## src/rtl/hazard_ctrl_pkg.sv

```systemverilog
// Shared types and defaults for the pipeline hazard/sequencing controller.
package hazard_ctrl_pkg;

  // Controller modes: normal issue, multiply/divide in flight, core stopped.
  typedef enum logic [1:0] {
    RUN     = 2'd0,
    MD_BUSY = 2'd1,
    HALT    = 2'd2
  } hc_state_t;

  localparam int DEF_MUL_CYCLES = 4;
  localparam int DEF_DIV_CYCLES = 16;
  localparam int DEF_CNT_W      = 5;

  // Architectural register number (R0..R15).
  typedef logic [3:0] reg_num_t;

  // Preload for the MD down-counter: the start cycle and the write-back
  // cycle are not counted, hence the -2.
  function automatic int md_preload(input logic is_div, input int mul_cycles,
                                    input int div_cycles);
    return (is_div ? div_cycles : mul_cycles) - 2;
  endfunction

endpackage

```

## src/rtl/hazard_ctrl_if.sv

```systemverilog
// ID/EX hazard inputs and pipeline control outputs of the hazard controller.
interface hazard_ctrl_if;
  import hazard_ctrl_pkg::*;

  logic        id_valid;
  reg_num_t    id_op1;
  reg_num_t    id_op2;
  logic        id_use1;
  logic        id_use2;
  logic        id_branch;
  logic        branch_taken;
  logic        id_muldiv;
  logic        id_is_div;
  logic        id_halt;
  logic        ex_memread;
  reg_num_t    ex_wreg;

  logic        stall;
  logic        bubble;
  logic        flush;
  logic        md_start;
  logic        md_div;
  logic        md_wb;
  logic        halted;
  logic [15:0] stall_cycles;

  // Pipeline side: presents ID/EX status, consumes the controls.
  modport master (
    output id_valid, id_op1, id_op2, id_use1, id_use2, id_branch,
           branch_taken, id_muldiv, id_is_div, id_halt, ex_memread, ex_wreg,
    input  stall, bubble, flush, md_start, md_div, md_wb, halted, stall_cycles
  );

  // Controller side.
  modport slave (
    input  id_valid, id_op1, id_op2, id_use1, id_use2, id_branch,
           branch_taken, id_muldiv, id_is_div, id_halt, ex_memread, ex_wreg,
    output stall, bubble, flush, md_start, md_div, md_wb, halted, stall_cycles
  );

endinterface

```

## src/rtl/hazard_md_counter.sv

```systemverilog
// Loadable down-counter tracking the remaining busy cycles of the MD unit.
module hazard_md_counter #(
  parameter int CNT_W = 5
) (
  input  logic             clk,
  input  logic             rst,
  input  logic             load,
  input  logic [CNT_W-1:0] load_val,
  input  logic             dec,
  output logic             zero
);

  logic [CNT_W-1:0] count_reg;

  // Load takes priority over decrement; the count never wraps below zero.
  always_ff @(posedge clk) begin
    if (rst) begin
      count_reg <= '0;
    end else if (load) begin
      count_reg <= load_val;
    end else if (dec && (count_reg != '0)) begin
      count_reg <= count_reg - CNT_W'(1);
    end
  end

  assign zero = (count_reg == '0);

endmodule

```

## src/rtl/hazard_ctrl.sv

```systemverilog
// Hazard controller: load-use stall, taken-branch flush, MD sequencing, halt,
// and a saturating count of stalled cycles.
module hazard_ctrl
  import hazard_ctrl_pkg::*;
#(
  parameter int MUL_CYCLES = DEF_MUL_CYCLES,
  parameter int DIV_CYCLES = DEF_DIV_CYCLES,
  parameter int CNT_W      = DEF_CNT_W
) (
  input  logic         clk,
  input  logic         rst,
  hazard_ctrl_if.slave bus
);

  hc_state_t        state_reg;
  hc_state_t        state_next;
  logic [15:0]      stall_cnt_reg;

  reg_num_t         src_op [2];
  logic [1:0]       src_use;
  logic [1:0]       src_hit;
  logic             load_use;

  logic             stall_c;
  logic             bubble_c;
  logic             flush_c;
  logic             start_c;
  logic             div_c;
  logic             wb_c;
  logic             halted_c;

  logic             md_zero;
  logic             md_dec;
  logic [CNT_W-1:0] md_load_val;

  assign src_op[0] = bus.id_op1;
  assign src_op[1] = bus.id_op2;
  assign src_use   = {bus.id_use2, bus.id_use1};

  // One comparator per source operand against the load's destination (R0 too).
  genvar gi;
  generate
    for (gi = 0; gi < 2; gi++) begin : g_src
      assign src_hit[gi] = src_use[gi] && (bus.ex_wreg == src_op[gi]);
    end
  endgenerate

  assign load_use = bus.ex_memread && bus.id_valid && (|src_hit);

  // State register.
  always_ff @(posedge clk) begin
    if (rst) begin
      state_reg <= RUN;
    end else begin
      state_reg <= state_next;
    end
  end

  // Next-state decode; ID inputs only matter while in RUN.
  always_comb begin
    state_next = state_reg;
    case (state_reg)
      RUN: begin
        if (load_use) begin
          state_next = RUN;
        end else if (bus.id_valid && bus.id_halt) begin
          state_next = HALT;
        end else if (bus.id_valid && bus.id_muldiv) begin
          state_next = MD_BUSY;
        end
      end
      MD_BUSY: begin
        if (md_zero) begin
          state_next = RUN;
        end
      end
      HALT:    state_next = HALT;
      default: state_next = RUN;
    endcase
  end

  // Output decode; everything is forced low while reset is held.
  always_comb begin
    stall_c  = 1'b0;
    bubble_c = 1'b0;
    flush_c  = 1'b0;
    start_c  = 1'b0;
    div_c    = 1'b0;
    wb_c     = 1'b0;
    halted_c = 1'b0;
    case (state_reg)
      RUN: begin
        if (load_use) begin
          stall_c  = 1'b1;
          bubble_c = 1'b1;
        end else if (bus.id_valid && bus.id_halt) begin
          stall_c  = 1'b1;
          bubble_c = 1'b1;
        end else if (bus.id_valid && bus.id_muldiv) begin
          stall_c  = 1'b1;
          bubble_c = 1'b1;
          start_c  = 1'b1;
          div_c    = bus.id_is_div;
        end else if (bus.id_valid && bus.id_branch && bus.branch_taken) begin
          flush_c  = 1'b1;
        end
      end
      MD_BUSY: begin
        // The MD instruction retires through md_wb and never enters EX.
        bubble_c = 1'b1;
        if (md_zero) begin
          wb_c    = 1'b1;
        end else begin
          stall_c = 1'b1;
        end
      end
      HALT: begin
        stall_c  = 1'b1;
        bubble_c = 1'b1;
        halted_c = 1'b1;
      end
      default: ;
    endcase
    if (rst) begin
      stall_c  = 1'b0;
      bubble_c = 1'b0;
      flush_c  = 1'b0;
      start_c  = 1'b0;
      div_c    = 1'b0;
      wb_c     = 1'b0;
      halted_c = 1'b0;
    end
  end

  assign md_load_val = CNT_W'(md_preload(bus.id_is_div, MUL_CYCLES, DIV_CYCLES));
  assign md_dec      = (state_reg == MD_BUSY) && !md_zero;

  hazard_md_counter #(
    .CNT_W (CNT_W)
  ) u_md_counter (
    .clk      (clk),
    .rst      (rst),
    .load     (start_c),
    .load_val (md_load_val),
    .dec      (md_dec),
    .zero     (md_zero)
  );

  // Count stalled cycles outside HALT, saturating at all-ones.
  always_ff @(posedge clk) begin
    if (rst) begin
      stall_cnt_reg <= '0;
    end else if (stall_c && (state_reg != HALT) && (stall_cnt_reg != 16'hFFFF)) begin
      stall_cnt_reg <= stall_cnt_reg + 16'd1;
    end
  end

  assign bus.stall        = stall_c;
  assign bus.bubble       = bubble_c;
  assign bus.flush        = flush_c;
  assign bus.md_start     = start_c;
  assign bus.md_div       = div_c;
  assign bus.md_wb        = wb_c;
  assign bus.halted       = halted_c;
  assign bus.stall_cycles = rst ? 16'd0 : stall_cnt_reg;

endmodule

```

## src/flat_wrapper.sv

```systemverilog
// flat-port wrapper written by rule: the top's interface ports become plain ports
module hazard_ctrl_flat import hazard_ctrl_pkg::*;
#(
  parameter int MUL_CYCLES = DEF_MUL_CYCLES,
  parameter int DIV_CYCLES = DEF_DIV_CYCLES,
  parameter int CNT_W      = DEF_CNT_W
)
  (clk, rst, bus_id_valid, bus_id_op1, bus_id_op2, bus_id_use1, bus_id_use2, bus_id_branch, bus_branch_taken, bus_id_muldiv, bus_id_is_div, bus_id_halt, bus_ex_memread, bus_ex_wreg, bus_stall, bus_bubble, bus_flush, bus_md_start, bus_md_div, bus_md_wb, bus_halted, bus_stall_cycles);
  hazard_ctrl_if bus_i ();
  input  logic clk;
  input  logic rst;
  input wire logic [$bits(bus_i.id_valid)-1:0] bus_id_valid;
  input wire logic [$bits(bus_i.id_op1)-1:0] bus_id_op1;
  input wire logic [$bits(bus_i.id_op2)-1:0] bus_id_op2;
  input wire logic [$bits(bus_i.id_use1)-1:0] bus_id_use1;
  input wire logic [$bits(bus_i.id_use2)-1:0] bus_id_use2;
  input wire logic [$bits(bus_i.id_branch)-1:0] bus_id_branch;
  input wire logic [$bits(bus_i.branch_taken)-1:0] bus_branch_taken;
  input wire logic [$bits(bus_i.id_muldiv)-1:0] bus_id_muldiv;
  input wire logic [$bits(bus_i.id_is_div)-1:0] bus_id_is_div;
  input wire logic [$bits(bus_i.id_halt)-1:0] bus_id_halt;
  input wire logic [$bits(bus_i.ex_memread)-1:0] bus_ex_memread;
  input wire logic [$bits(bus_i.ex_wreg)-1:0] bus_ex_wreg;
  output wire logic [$bits(bus_i.stall)-1:0] bus_stall;
  output wire logic [$bits(bus_i.bubble)-1:0] bus_bubble;
  output wire logic [$bits(bus_i.flush)-1:0] bus_flush;
  output wire logic [$bits(bus_i.md_start)-1:0] bus_md_start;
  output wire logic [$bits(bus_i.md_div)-1:0] bus_md_div;
  output wire logic [$bits(bus_i.md_wb)-1:0] bus_md_wb;
  output wire logic [$bits(bus_i.halted)-1:0] bus_halted;
  output wire logic [$bits(bus_i.stall_cycles)-1:0] bus_stall_cycles;
  assign bus_i.id_valid = bus_id_valid;
  assign bus_i.id_op1 = bus_id_op1;
  assign bus_i.id_op2 = bus_id_op2;
  assign bus_i.id_use1 = bus_id_use1;
  assign bus_i.id_use2 = bus_id_use2;
  assign bus_i.id_branch = bus_id_branch;
  assign bus_i.branch_taken = bus_branch_taken;
  assign bus_i.id_muldiv = bus_id_muldiv;
  assign bus_i.id_is_div = bus_id_is_div;
  assign bus_i.id_halt = bus_id_halt;
  assign bus_i.ex_memread = bus_ex_memread;
  assign bus_i.ex_wreg = bus_ex_wreg;
  assign bus_stall = bus_i.stall;
  assign bus_bubble = bus_i.bubble;
  assign bus_flush = bus_i.flush;
  assign bus_md_start = bus_i.md_start;
  assign bus_md_div = bus_i.md_div;
  assign bus_md_wb = bus_i.md_wb;
  assign bus_halted = bus_i.halted;
  assign bus_stall_cycles = bus_i.stall_cycles;
  hazard_ctrl #(.MUL_CYCLES(MUL_CYCLES), .DIV_CYCLES(DIV_CYCLES), .CNT_W(CNT_W)) u_core (.clk(clk), .rst(rst), .bus(bus_i));
endmodule
```

## config.mk

```make
export PLATFORM = sky130hd
export DESIGN_NAME = hazard_ctrl_flat
export DESIGN_NICKNAME = d
export VERILOG_FILES = /design/src/rtl/hazard_ctrl_pkg.sv /design/src/rtl/hazard_ctrl_if.sv /design/src/rtl/hazard_md_counter.sv /design/src/rtl/hazard_ctrl.sv /design/src/flat_wrapper.sv
export SDC_FILE = /design/constraint.sdc
export NUM_CORES = 1
export LEC_CHECK = 0
export CAP_MARGIN = 40
export CORE_MARGIN = 2
export CORE_UTILIZATION = 43
export DETAILED_ROUTE_END_ITERATION = 12
export GPL_TIMING_DRIVEN = 0
export PLACE_DENSITY_LB_ADDON = 0.05
export SLEW_MARGIN = 40
export SYNTH_ARGS = -nofsm -noshare
export SYNTH_HDL_FRONTEND = slang
export SYNTH_SLANG_ARGS = --single-unit
```

## constraint.sdc

```tcl
create_clock -name clk -period 2.2 [get_ports clk]
set_clock_uncertainty 0.15 [all_clocks]
set_input_delay 0.22 -clock clk [delete_from_list [all_inputs] [get_ports clk]]
set_output_delay 0.22 -clock clk [all_outputs]
set_load 0.05 [all_outputs]
```

### Word level (Yosys, flattened, before mapping)

Index checks and enable logic that the tools add are counted.

| storage, ports and cells | value |
|---|---|
| flip-flop bits (word level) | 23 |
| input port bits | 23 |
| output and inout bits | 23 |
| logic and storage cells | 71 |

| cells by class | value |
|---|---|
| add/sub/neg operators | 3 |
| equal/unequal tests | 8 |
| multiplexer cells | 37 |
| reductions and logical operators | 20 |

Operator list:

| kind | count |
|---|---|
| $mux W1 | 26 |
| $add A16 B1 Y16 const B | 1 |
| $mux W16 | 1 |
| $ne A16 B16 Y1 const B | 1 |
| $mux W5 | 3 |
| $logic_and A1 B1 Y1 | 12 |
| $eq A4 B4 Y1 | 2 |
| $mux W2 | 4 |
| $pmux W2 S3 | 1 |
| $logic_not A5 Y1 | 1 |
| $reduce_bool A5 Y1 | 1 |
| $sub A5 B1 Y5 const B | 1 |
| $sub A5 B3 Y5 const B | 1 |
| $ne A4 B1 Y1 const B | 1 |
| $reduce_or A2 Y1 | 2 |
| $pmux W1 S3 | 1 |
| $eq A2 B1 Y1 const B | 1 |
| $eq A2 B2 Y1 const B | 1 |
| $logic_not A2 Y1 | 1 |
| $ne A2 B1 Y1 const B | 1 |
| $ne A2 B2 Y1 const B | 1 |
| $pmux W1 S2 | 1 |
| $reduce_and A2 Y1 | 1 |
| $reduce_bool A2 Y1 | 1 |
| $logic_not A1 Y1 | 1 |

### Depth between registers and ports, before layout

| depth | value |
|---|---|
| depth in word-level cells | 9 |
| depth in mapped cells | 9 |
| gate-level depth less buffers | 8 |

### By module

A second synthesis with hierarchy kept.

| unflattened totals | value |
|---|---|
| cells, all modules | 186 |
| area, all modules | 1564.0 um^2 |

Modules (own cells, without submodules):

| module | instances | cells each | area each (um^2) | sequential area each (um^2) |
|---|---|---|---|---|
| hazard_ctrl | 1 | 149 | 1237.4 | 360.3 |
| hazard_md_counter | 1 | 37 | 326.6 | 100.1 |

### Worst setup path before layout

No wires, ideal clock.

| timing path | value |
|---|---|
| kind | input to output |
| start point | input bus_id_op1[3] |
| end point | output bus_stall |
| arrival time | 2.293 ns |
| required time | 1.830 ns |
| path slack | -0.463 ns |
| stages | 6 |
| path buffers | 0 |
| path through | xor2_1 -> nor3_1 -> nand4_1 -> nand3_1 -> nand3_1 -> a211oi_1 |

| on the way | value |
|---|---|
| cells in the longest elaborated chain, start to end | 7 |

Ends and longest elaborated chain:

| element | line | source |
|---|---|---|
| from (decl) | flat_wrapper.sv:13 | `input wire logic [$bits(bus_i.id_op1)-1:0] bus_id_op1;` |
| $eq A4 B4 Y1 | hazard_ctrl.sv:44 | `assign src_hit[gi] = src_use[gi] && (bus.ex_wreg == src_op[gi]);` |
| $logic_and A1 B1 Y1 | hazard_ctrl.sv:44 |  |
| $reduce_or A2 Y1 | hazard_ctrl.sv:48 | `assign load_use = bus.ex_memread && bus.id_valid && (\|src_hit);` |
| $logic_and A1 B1 Y1 | hazard_ctrl.sv:48 |  |
| $mux W1 | hazard_ctrl.sv:93 | `if (load_use) begin` |
| $pmux W1 S3 | hazard_ctrl.sv:91 | `case (state_reg)` |
| $mux W1 | hazard_ctrl.sv:124 | `if (rst) begin` |
| to (decl) | flat_wrapper.sv:24 | `output wire logic [$bits(bus_i.stall)-1:0] bus_stall;` |

Every way passes these cells.

### Final worst setup path

| timing path | value |
|---|---|
| start point | register u_core.u_md_counter.count_reg[1] |
| end point | output bus_stall |

| on the way | value |
|---|---|
| cells in the longest elaborated chain, start to end | 4 |

Ends and longest elaborated chain:

| element | line | source |
|---|---|---|
| from (decl) | hazard_md_counter.sv:13 | `logic [CNT_W-1:0] count_reg;` |
| from (signal assigned) | hazard_md_counter.sv:20 | `count_reg <= load_val;` |
| from (signal assigned) | hazard_md_counter.sv:22 | `count_reg <= count_reg - CNT_W'(1);` |
| $logic_not A5 Y1 | hazard_md_counter.sv:26 | `assign zero = (count_reg == '0);` |
| $mux W1 | hazard_ctrl.sv:111 | `if (md_zero) begin` |
| $pmux W1 S3 | hazard_ctrl.sv:91 |  |
| $mux W1 | hazard_ctrl.sv:124 |  |

Every way passes these cells.

==> impl_metrics.yaml <==
run_status:
  status: "complete, but fails checks"
  violations: "setup timing"
pwr:
  pwr_density_cell_nw_per_um2: 408.9
  ir_worst_vdd_mv: 0.3155
  p_leak_nw: 1.163
placement:
  hpwlAfterDp_um: 3015
  pre_cts_ws_ps: -993.3
  port_buffers: 45
  placed_area_sq_um: 2130
  place_congestion: 0.8628
grt:
  grt_util_met3: 0.04688
  use_met1: 0.2713
  grt_start_max_net_pins: 14
  top_usage_layer: "met2"
  antenna_found_initial: 0
  grtUsageTotal: 0.2268
  overflow: 0
  grt_pass1_vias: 1602
  gr-usage-met2: 0.4023
  grt_pass1_wl_um: 7403
clock_network:
  clk_latency_ps: 320
  clockBufferDepth: 2
  clkSinkCount: 23
  numCtsBuffers: 3
  htreeDepth: 1
  cts_tree: "built"
  cts-root-buf: "clkbuf_4"
  cts.clk_slew.worst_paths_ps: 140
critical_path:
  path_cells: "inv_2 -> ha_4 -> or4b_4 -> and2_4 -> nor2_8 -> a211oi_2 -> buf_6"
  cp_slowest_cell: "or4b_4"
  crit_type: "reg2out"
  rr_worst_depth: 9
  critPathCaptureType: "output pin"
  cp_data_required_time_ps: 1830
  cpPeakStageDelay_ps: 490
  cp_max_fo: 4
  rrSetupSlack_ps: -80
  worstSetupStartpointType: "flip-flop"
  cp.arrival_ps: 1950
synthesis:
  ys_top_cells_by_area: "dfxtp_1, mux2_1, ha_1"
  synth-seq-cells: 23
  synth_cell_types: 39
  yosys_most_used_dff: "dfxtp_1"
  synthMuxAreaShare: 0.1072
  synth_edf_count: 0
  synth_async_sr_flop_share: 0
  syn_area_sq_um: 1575
  yosysTopAreaCellShare: 0.2923
  avgSynthCellArea_sq_um: 8.515
  ys_seq_area_frac: 0.2923
  synthAdderAreaFrac: 0.05560
  synthXorXnorAreaFrac: 0.06672
  synth-simple-area-share: 0.3646
  syn_inst: 185
  synth_top_family_by_area: "simple AND/OR/NAND/NOR gates"
  yosys_warnings: 0
  synth_nets: 215
  yosys.area.top_type: "dfxtp_1"
  synth_compound_area_frac: 0.07069
layout:
  syn_to_final_growth_pct: 63.23
  diodes: 0
  largest_register_ffs: 16
  fill_cells: 255
  final_core_util: 0.7527
  fin_area_sq_um: 2571
  final_nets: 284
  drive_gt1_frac: 0.3874
timing:
  finalSetupViolations: 19
  drv_slew: 0
  rsz0062_at_grt: "true"
  period_minus_slack_ps: 2319
  fin_ws_ps: -119.1
  tightest_slew_ps: 495.4
  finalSetupTns_ps: -883.8
  fin_crit_sh: 1.054
  max_slew_margin: 0.6710
  hold_violations: 0
  max_freq_ghz: 0.4312
  hold_slack_ps: 240.3
floorplan:
  core_area_sq_um: 3416
  die_w_um: 64.53
  die_h_um: 64.53
  die-area_sq_um: 4163
  rows: 21
  start_util: 0.4612
  io_pins: 46
route:
  via_per_inst: 5.712
  wl_um: 4900
  final_antenna_net_count: 0
  via_count: 1708
  dr.pass1.iters: 4
  drtIter0Drc: 91
  drc_errors: 0
  wire_per_inst_um: 16.39
min_path:
  hold_path.class: "in2reg"
  whs_path_depth: 3
job:
  max_cap_viol_count: 0
[cell families (layout without fill, tap and decap cells)]
kind of cell | Yosys count | after routing
compound gates | 16 | 16
xor+xnor | 12 | 12
fa+ha+maj | 7 | 7
buf+inv | 15 | 82
flops | 23 | 23
mux | 15 | 15
simple gates | 97 | 98
[power breakdown]
part           switching (mW)  internal (mW)
clock                   0.140         0.0683
sequential             0.0147          0.432
combinational           0.219          0.178
total                   0.374          0.678
[cells in the mapped netlist, types with 3 or more instances]
library cell  count
and3_1            8
a21oi_1           4
xnor2_1           6
ha_1              7
mux2_2            6
xor2_1            6
and4_1            3
dfxtp_1          23
nor2b_1          13
mux2_1            9
nand3_1          15
nand4_1           6
nor3_1            9
inv_1             9
o21ai_0           3
clkbuf_1          4
nor2_1           18
nor4_1            3
nand2_1           7
[critical path: cells and delay by family, from the launching register on]
| family | cells | cell delay (ps) |
|---|---|---|
| buf+inv | 2 | 240 |
| simple gates | 3 | 820 |
| flops | 1 | 350 |
| fa+ha+maj | 1 | 120 |
| compound gates | 1 | 100 |
[routing by layer]
layer | part of all wire | routed length, um | up-vias
li1 | - | - | 801
met1 | 0.42 | 2038 | 826
met2 | 0.51 | 2484 | 67
met3 | 0.054 | 263 | 14
met4 | 0.023 | 113 | 0
met5 | 0 | 0 | -
[area by class of cell]
class / instances / area, sq um / share of cell area
multi-input combinational: 148 / 1339 / 0.5207
timing repair buffer: 64 / 614.3 / 0.2389
sequential: 23 / 464.2 / 0.1805
tap: 46 / 57.56 / 0.02238
inverter: 9 / 36.28 / 0.01411
buffer: 5 / 32.53 / 0.01265
clock buffer: 3 / 22.52 / 0.008759
clock inverter: 1 / 5.005 / 0.001946
[timing repair]
action                                  CTS  global route
cloned                                    2             0
pin swaps                                19            19
hold buffers                              0             0
buffers inserted                         10             8
resized for setup                       106            41
endpoints found under the setup margin   39            37
[stage by stage]
stage	cells	power, mW
after global placement	276	0.7489
after floorplan	185	0.6537
after detailed placement	276	0.7592
after global routing	299	1.099
after CTS	291	1.011
final	299	1.051
[cell usage in the layout (no fill, tap or decap), drive strengths merged, types with 3 or more instances in the layout]
| cell type | synthesis | routed |
|---|---|---|
| dlygate4sd2 | 0 | 16 |
| nor2b | 13 | 13 |
| and3 | 8 | 8 |
| clkbuf | 4 | 9 |
| dfxtp | 23 | 23 |
| o21ai | 3 | 3 |
| nand2 | 9 | 9 |
| clkdlybuf4s50 | 0 | 11 |
| mux2 | 15 | 15 |
| a21oi | 4 | 4 |
| nor4 | 3 | 3 |
| and2 | 3 | 3 |
| inv | 9 | 9 |
| nand4 | 7 | 8 |
| and4 | 3 | 3 |
| nor2 | 19 | 19 |
| buf | 2 | 27 |
| dlymetal6s2s | 0 | 8 |
| nor3 | 10 | 10 |
| xnor2 | 6 | 6 |
| ha | 7 | 7 |
| xor2 | 6 | 6 |
| nand3 | 15 | 15 |
[path summary, 6_finish.rpt]
kind	startpoint	end
worst max-delay path	u_core.u_md_counter.count_reg[1]$_SDFFE_PP0P_	bus_stall
worst min-delay path	rst	u_core.stall_cnt_reg[6]$_SDFFE_PP0P_
worst max register to register	u_core.u_md_counter.count_reg[0]$_SDFFE_PP0P_	u_core.stall_cnt_reg[10]$_SDFFE_PP0P_
worst min register to register	u_core.stall_cnt_reg[3]$_SDFFE_PP0P_	u_core.stall_cnt_reg[3]$_SDFFE_PP0P_
No activity file was read; power rests on OpenSTA's default activity.
